<file path="src/rtl/pdp_accum_pkg.sv">
// Shared types and sizes for the PDP fp17 4-lane pooling accumulator.
// Lanes are packed lane i at bits [17i+16:17i] of a VEC_W-bit vector.
package pdp_accum_pkg;

  localparam int LANES  = 4;
  localparam int LANE_W = 17;
  localparam int VEC_W  = LANES * LANE_W;
  localparam int CNT_W  = 4;

  // One extra bit so a full 16-vector window compares without wrapping.
  localparam logic [CNT_W:0] CNT_ONE = (CNT_W + 1)'(1);

  typedef enum logic [2:0] {
    IDLE,
    FETCH,
    ISSUE,
    WAIT,
    OUT
  } state_e;

endpackage

</file>
<file path="src/rtl/pdp_fp17_4lane_accum.sv">
// Folds windows of 1..16 packed fp17 vectors into one sum through an external
// pipelined adder; one adder transaction is in flight at a time.
module pdp_fp17_4lane_accum
  import pdp_accum_pkg::*;
(
  input  logic             autosa_core_clk,
  input  logic             autosa_core_rst,
  input  logic [CNT_W-1:0] cfg_kernel_num,
  input  logic             din_pvld,
  output logic             din_prdy,
  input  logic [VEC_W-1:0] din_pd,
  output logic [VEC_W-1:0] add_in_a,
  output logic [VEC_W-1:0] add_in_b,
  output logic             add_in_pvld,
  input  logic             add_in_prdy,
  input  logic [VEC_W-1:0] add_out_dp,
  input  logic             add_out_pvld,
  output logic             add_out_prdy,
  output logic [VEC_W-1:0] dout_pd,
  output logic             dout_pvld,
  input  logic             dout_prdy,
  output logic             busy
);

  state_e           state_q, state_d;
  logic [VEC_W-1:0] sum_q, sum_d;
  logic [VEC_W-1:0] b_q, b_d;
  logic [CNT_W:0]   cnt_q, cnt_d;
  logic [CNT_W:0]   n_q, n_d;
  logic [CNT_W:0]   cnt_inc;

  assign cnt_inc = cnt_q + CNT_ONE;

  always_ff @(posedge autosa_core_clk) begin
    if (autosa_core_rst) begin
      state_q <= IDLE;
      sum_q   <= '0;
      b_q     <= '0;
      cnt_q   <= '0;
      n_q     <= '0;
    end else begin
      state_q <= state_d;
      sum_q   <= sum_d;
      b_q     <= b_d;
      cnt_q   <= cnt_d;
      n_q     <= n_d;
    end
  end

  always_comb begin
    state_d = state_q;
    sum_d   = sum_q;
    b_d     = b_q;
    cnt_d   = cnt_q;
    n_d     = n_q;
    case (state_q)
      IDLE: begin
        if (din_pvld) begin
          sum_d   = din_pd;
          cnt_d   = CNT_ONE;
          n_d     = {1'b0, cfg_kernel_num} + CNT_ONE;
          state_d = (cfg_kernel_num == '0) ? OUT : FETCH;
        end
      end
      FETCH: begin
        if (din_pvld) begin
          b_d     = din_pd;
          state_d = ISSUE;
        end
      end
      ISSUE: begin
        if (add_in_prdy) state_d = WAIT;
      end
      WAIT: begin
        if (add_out_pvld) begin
          sum_d   = add_out_dp;
          cnt_d   = cnt_inc;
          state_d = (cnt_inc == n_q) ? OUT : FETCH;
        end
      end
      OUT: begin
        if (dout_prdy) state_d = IDLE;
      end
      default: state_d = IDLE;
    endcase
  end

  // Handshake outputs depend on registered state only.
  assign din_prdy     = (state_q == IDLE) || (state_q == FETCH);
  assign add_in_pvld  = (state_q == ISSUE);
  assign add_out_prdy = (state_q == WAIT);
  assign dout_pvld    = (state_q == OUT);
  assign busy         = (state_q != IDLE);

  assign add_in_a = sum_q;
  assign add_in_b = b_q;
  assign dout_pd  = sum_q;

endmodule
</file>
<file path="config.mk">
export PLATFORM = sky130hd
export DESIGN_NAME = pdp_fp17_4lane_accum
export DESIGN_NICKNAME = d
export VERILOG_FILES = /design/src/rtl/pdp_accum_pkg.sv /design/src/rtl/pdp_fp17_4lane_accum.sv
export SDC_FILE = /design/constraint.sdc
export NUM_CORES = 1
export LEC_CHECK = 0
export ABC_AREA = 1
export BUFFER_PORTS_ARGS = -buffer_cell sky130_fd_sc_hd__buf_2
export CAP_MARGIN = 0
export CORE_MARGIN = 8
export CORE_UTILIZATION = 47
export CTS_CLUSTER_SIZE = 30
export DETAILED_ROUTE_END_ITERATION = 10
export GPL_TIMING_DRIVEN = 0
export PLACE_DENSITY = 0.87
export SLEW_MARGIN = 20
export SYNTH_ARGS = -nofsm -noshare
export SYNTH_HDL_FRONTEND = slang
export SYNTH_SLANG_ARGS = --single-unit
</file>
<file path="constraint.sdc">
create_clock -name autosa_core_clk -period 4.5 [get_ports autosa_core_clk]
set_input_delay 0.225 -clock autosa_core_clk [delete_from_list [all_inputs] [get_ports autosa_core_clk]]
set_output_delay 0.225 -clock autosa_core_clk [all_outputs]
set_load 0.01 [all_outputs]
</file>
== After elaboration in Yosys (flattened, before gate mapping) ==
Index checks and enable logic that the tools add are counted.
Word-level totals
  input port bits: 146
  register bits: 149
  output and inout port bits: 209
  logic and storage cells: 40
Cells by class
  mux-type cells: 14
  add/sub/neg operators: 2
  reductions and logical operators: 9
  equal/unequal tests: 10
Operator list (number)
  68-bit two-way mux: 2
  68-bit case mux with 2 select lines: 1
  3-bit two-way mux: 7
  3-bit case mux with 5 select lines: 1
  5-bit two-way mux: 2
  5-bit case mux with 2 select lines: 1
  3-bit by 2-bit equality test with 1-bit output (second input constant): 2
  2-bit inequality test (second input constant): 3
  4-bit by 1-bit adder with 5-bit output (second input constant): 1
  5-bit by 1-bit adder with 5-bit output (second input constant): 1
  5-bit equality test: 1
  5-bit AND reduction: 1
  4-bit zero test: 1
  2-bit by 1-bit inequality test with 1-bit output (second input constant): 2
  2-bit AND reduction: 2
  3-bit by 1-bit equality test with 1-bit output (second input constant): 1
  3-bit equality test (second input constant): 1
  3-bit zero test: 1
  3-bit AND reduction: 1
  3-bit nonzero test: 1
  2-bit nonzero test: 1
  1-bit logical OR: 1

== Depth between registers and ports, before layout ==
  depth after elaboration: 5
  mapped depth: 12
  depth with buffers taken out: 12

== Worst setup path before layout ==
No wires, ideal clock.
  kind: register -> register
  start: register state_q[1]
  end: register sum_q[10] (netlist: add_in_a[10])
  cell stages (with the launch flop): 12
  library setup time: 0.113 ns
  clock period less this slack: 1.528 ns
  arrival: 1.414 ns
  required time: 4.387 ns
  setup slack: 2.972 ns
  buffers on the path: 3
  cell sequence: dfxtp_1 -> buf_4 -> nor2_4 -> nand2_2 -> o22ai_2 -> inv_2 -> nand2_2 -> nand2_4 -> buf_6 -> buf_6 -> o21ai_1 -> nor2_1
Between the ends
  word-level cells in the longest chain between the ends: 3
  elaborated cells between the ends (all ways): 7
  those cells by class: eq/ne (3); mux (1); reduce/logical (3)
RTL lines
  start: declaration: line pdp_fp17_4lane_accum.sv:25  | state_e state_q, state_d;
  start signal: assignment: line pdp_fp17_4lane_accum.sv:42  | state_q <= state_d;
  3-bit by 2-bit equality test with 1-bit output / 3-bit zero test (equally long branches): line pdp_fp17_4lane_accum.sv:56  | case (state_q)
  2-bit inequality test (no line) / 2-bit nonzero test (equally long branches)
  3-bit AND reduction (no line)
  end signal: assignment: line pdp_fp17_4lane_accum.sv:43  | sum_q <= sum_d;
  end: declaration: line pdp_fp17_4lane_accum.sv:26  | logic [VEC_W-1:0] sum_q, sum_d;
Parallel ways exist; a longest one is shown, timed or not.
A chain may end at the register's enable or synchronous reset.

== Worst setup path in the final report ==
  start: register state_q[1]
  end: output add_out_prdy
Between the ends
  word-level cells in the longest chain between the ends: 1
RTL lines
  3-bit by 2-bit equality test with 1-bit output: line pdp_fp17_4lane_accum.sv:91  | assign add_out_prdy = (state_q == WAIT);
  end: declaration: line pdp_fp17_4lane_accum.sv:18  | output logic add_out_prdy,
Every way passes these cells.

==> results.sh <==
export IMPL_most_common_layout_cells="buf_2, nand2_1, dfxtp_1, nor2_1, nand3_1"
export IMPL_synthTopCellsByArea="dfxtp_1, nand2_1, buf_4"
export IMPL_viasPerCell=5.131
export IMPL_synth_seq_cells=149
export IMPL_port_buffers=352
export IMPL_pre_cts_ws_ns=2.483
export IMPL_drt_iter0_markers=670
export IMPL_fin_cells=1589
export IMPL_timing_final_crit_period_ns=2.376
export IMPL_initial_utilization_pct=48.17
export IMPL_slew_headroom_pct=62.15
export IMPL_pwr_share_seq_pct=33.1
export IMPL_synth_area_leader_cell="dfxtp_1"
export IMPL_cts_max_level=4
export IMPL_rsz0062_at_grt="no"
export IMPL_max_stage_delay_ns=0.49
export IMPL_hold_ws_ns=0.03708
export IMPL_syn_nets=1171
export IMPL_worstPathCellList="buf_4 -> nand3_2 -> inv_2 -> buf_1 -> buf_2"
export IMPL_start_kind="register"
export IMPL_p_sw_mw=2.044
export IMPL_crit_start="state_q[1]"
export IMPL_tns_ns=0
export IMPL_cts_resized=0
export IMPL_crit_fanout=10
export IMPL_routed_wl_um=26080
export IMPL_die_w_um=138.1
export IMPL_syn_mean_instance_area_um2=6.851
export IMPL_fmax_mhz=420.9
export IMPL_cts_max_path_buffers=2
export IMPL_critPathKind="reg -> out"
export IMPL_core_um2=14530
export IMPL_hold_viol=0
export IMPL_cts_sinks=149
export IMPL_grt_remaining_overflow=0
export IMPL_ir_worst_vdd_v=0.0002850
export IMPL_outcome="completed"
export IMPL_multi_input_area_um2=3079
export IMPL_area_growth_pct=37.79
export IMPL_synth_distinct_cells=32
export IMPL_cts_buffers=17
export IMPL_crit_arrival_ns=2.15
export IMPL_cts_reportedPaths_clkPinSlew_ns=0.06
export IMPL_die_area_um2=19060
export IMPL_gp_congestion=0.9417
export IMPL_drtAntennaViolNets=0
export IMPL_timing_rr_start="state_q[0]"
export IMPL_drv_cap=0
export IMPL_fin_ws_ns=2.124
export IMPL_dr_pass1_iters=6
export IMPL_intPower_mw=3.549
export IMPL_worstSetupEndpointType="primary output"
export IMPL_setup_viol=0
export IMPL_io_pins=355
export IMPL_finalMaxSlewViolations=0
export IMPL_tightest_slew_ns=0.5677
export IMPL_drc=0
export IMPL_grt_pass1_wl_um=40400
export IMPL_cpMaxStageDelayCell="buf_1"
export IMPL_seq_area_um2=2983
export IMPL_synth_cells=1022
export IMPL_p_comb_share_pct=38.6
export IMPL_grt_max_degree=17
export IMPL_clk_latency_ns=0.42
export IMPL_netlist_area_um2=7002
export IMPL_hp_start="cfg_kernel_num[0]"
export IMPL_antenna_cells=0
export IMPL_grt_pass1_vias=7787
export IMPL_drive_above_1_share_pct=34.88
export IMPL_postCtsSetupRepairBufs=0
export IMPL_ys_warn_count=0
export IMPL_sw_frac_of_total_pct=36.54
export IMPL_seq_area_frac_synth_pct=42.60
export IMPL_hold_class="in -> reg"
export IMPL_dp_cells=1558
export IMPL_antenna_found_initial=0
export IMPL_powerDensity_nw_per_um2=579.6
export IMPL_timing_critical_path_buf_inv=4
export IMPL_p_leak_nw=5.108
export IMPL_critPathTopFamily="buffers and inverters"
export IMPL_cts_root_buf="clkbuf_16"
export IMPL_postCtsHoldBufs=0
export IMPL_wl_per_cell_um=16.41
export IMPL_nets=1542
export IMPL_die_height_um=138.1
export IMPL_p_clk_share_pct=28.3
export IMPL_cp_required_ns=4.28
export IMPL_grtUsageTotal_pct=25.71
export IMPL_dp_hpwl_um=19850
export IMPL_rows=44
export IMPL_final_common_cell="buf_2"
export IMPL_synth_top_cell_area_share_pct=42.60
export IMPL_fillCellCount=1265
export IMPL_period_share_pct=52.80
export IMPL_finClkSkew_ns=0.01106
export IMPL_vias=8153
export IMPL_cts_tree="built"
[Yosys cell counts]
cell	count
nand3_2	1
nand3b_1	2
nor3_4	1
inv_2	5
nor2_4	2
buf_4	75
nand3_1	82
a211oi_1	1
xnor2_1	1
a21oi_1	79
dfxtp_1	149
o21ai_1	10
nand2_4	1
inv_1	21
clkbuf_2	1
o21ai_0	64
a31oi_1	3
buf_6	3
nor2_1	140
nand2_1	308
nand4_1	4
or2_2	1
nor3_1	2
ha_1	3
o31ai_1	1
o22ai_2	1
clkinv_1	1
clkbuf_1	34
nand2_2	2
buf_2	13
inv_4	1
buf_1	10
[flip-flops by register name (all words and copies together), names as in the netlist]
name      cells
add_in_a     68
cnt_q         5
state_q       3
add_in_b     68
n_q           5
[power by group through the flow]
stage | Combinational, mW | Sequential, mW | Clock [mW]
final | 2.16 | 1.85 | 1.58
after floorplan | 1.19 | 1.95 | 0
after CTS | 2.18 | 1.84 | 1.59
after detailed placement | 2.17 | 1.86 | 0
after global routing | 2.36 | 1.88 | 1.66
after global placement | 2.13 | 1.86 | 0
[kinds of logic (layout without fill, tap and decap cells)]
kind of cell	after synthesis	count (layout)	share of synthesized area (%)
DFF	149	149	42.60
AOI/OAI and AO/OA	159	159	11.60
buffers and inverters	164	547	13.42
adders and majority gates	3	3	0.5362
xor gates and xnor gates	1	1	0.1251
and+or+nand+nor	546	546	31.72
[path summary, 6_finish.rpt]
kind	endpoint	cells past startpoint	slack (ns)
max reg2reg	add_in_b[61]	7	2.50
min	n_q[0]	2	0.04
max	add_out_prdy	5	2.12
min reg2reg	add_in_b[64]	2	0.46
[stage by stage]
step	util, %	instance area (µm²)	power, mW
2_1_floorplan	-	7002	3.139
3_3_place_gp	61.88	8994	3.983
3_5_place_dp	61.88	8994	4.028
4_1_cts	66.38	9648	5.612
5_1_grt	66.38	9648	5.897
6_report	66.38	9648	5.592
[routing by layer]
| metal | wire, µm | GRT usage (%) |
|---|---|---|
| met5 | 0 | 0 |
| met4 | 653 | 10.07 |
| met3 | 2274 | 8.322 |
| met2 | 12860 | 44.20 |
| met1 | 10290 | 28.87 |
[cell type report]
cell class	count	share of cell area [%]
clock inverters	12	2.088
inverters	28	1.115
repair buffers	352	18.26
well taps	184	2.386
plain buffers	136	8.624
multi-input cells	709	31.92
clock buffers	19	4.695
flip-flops and latches	149	30.92
No activity file was read; power rests on OpenSTA's default activity.
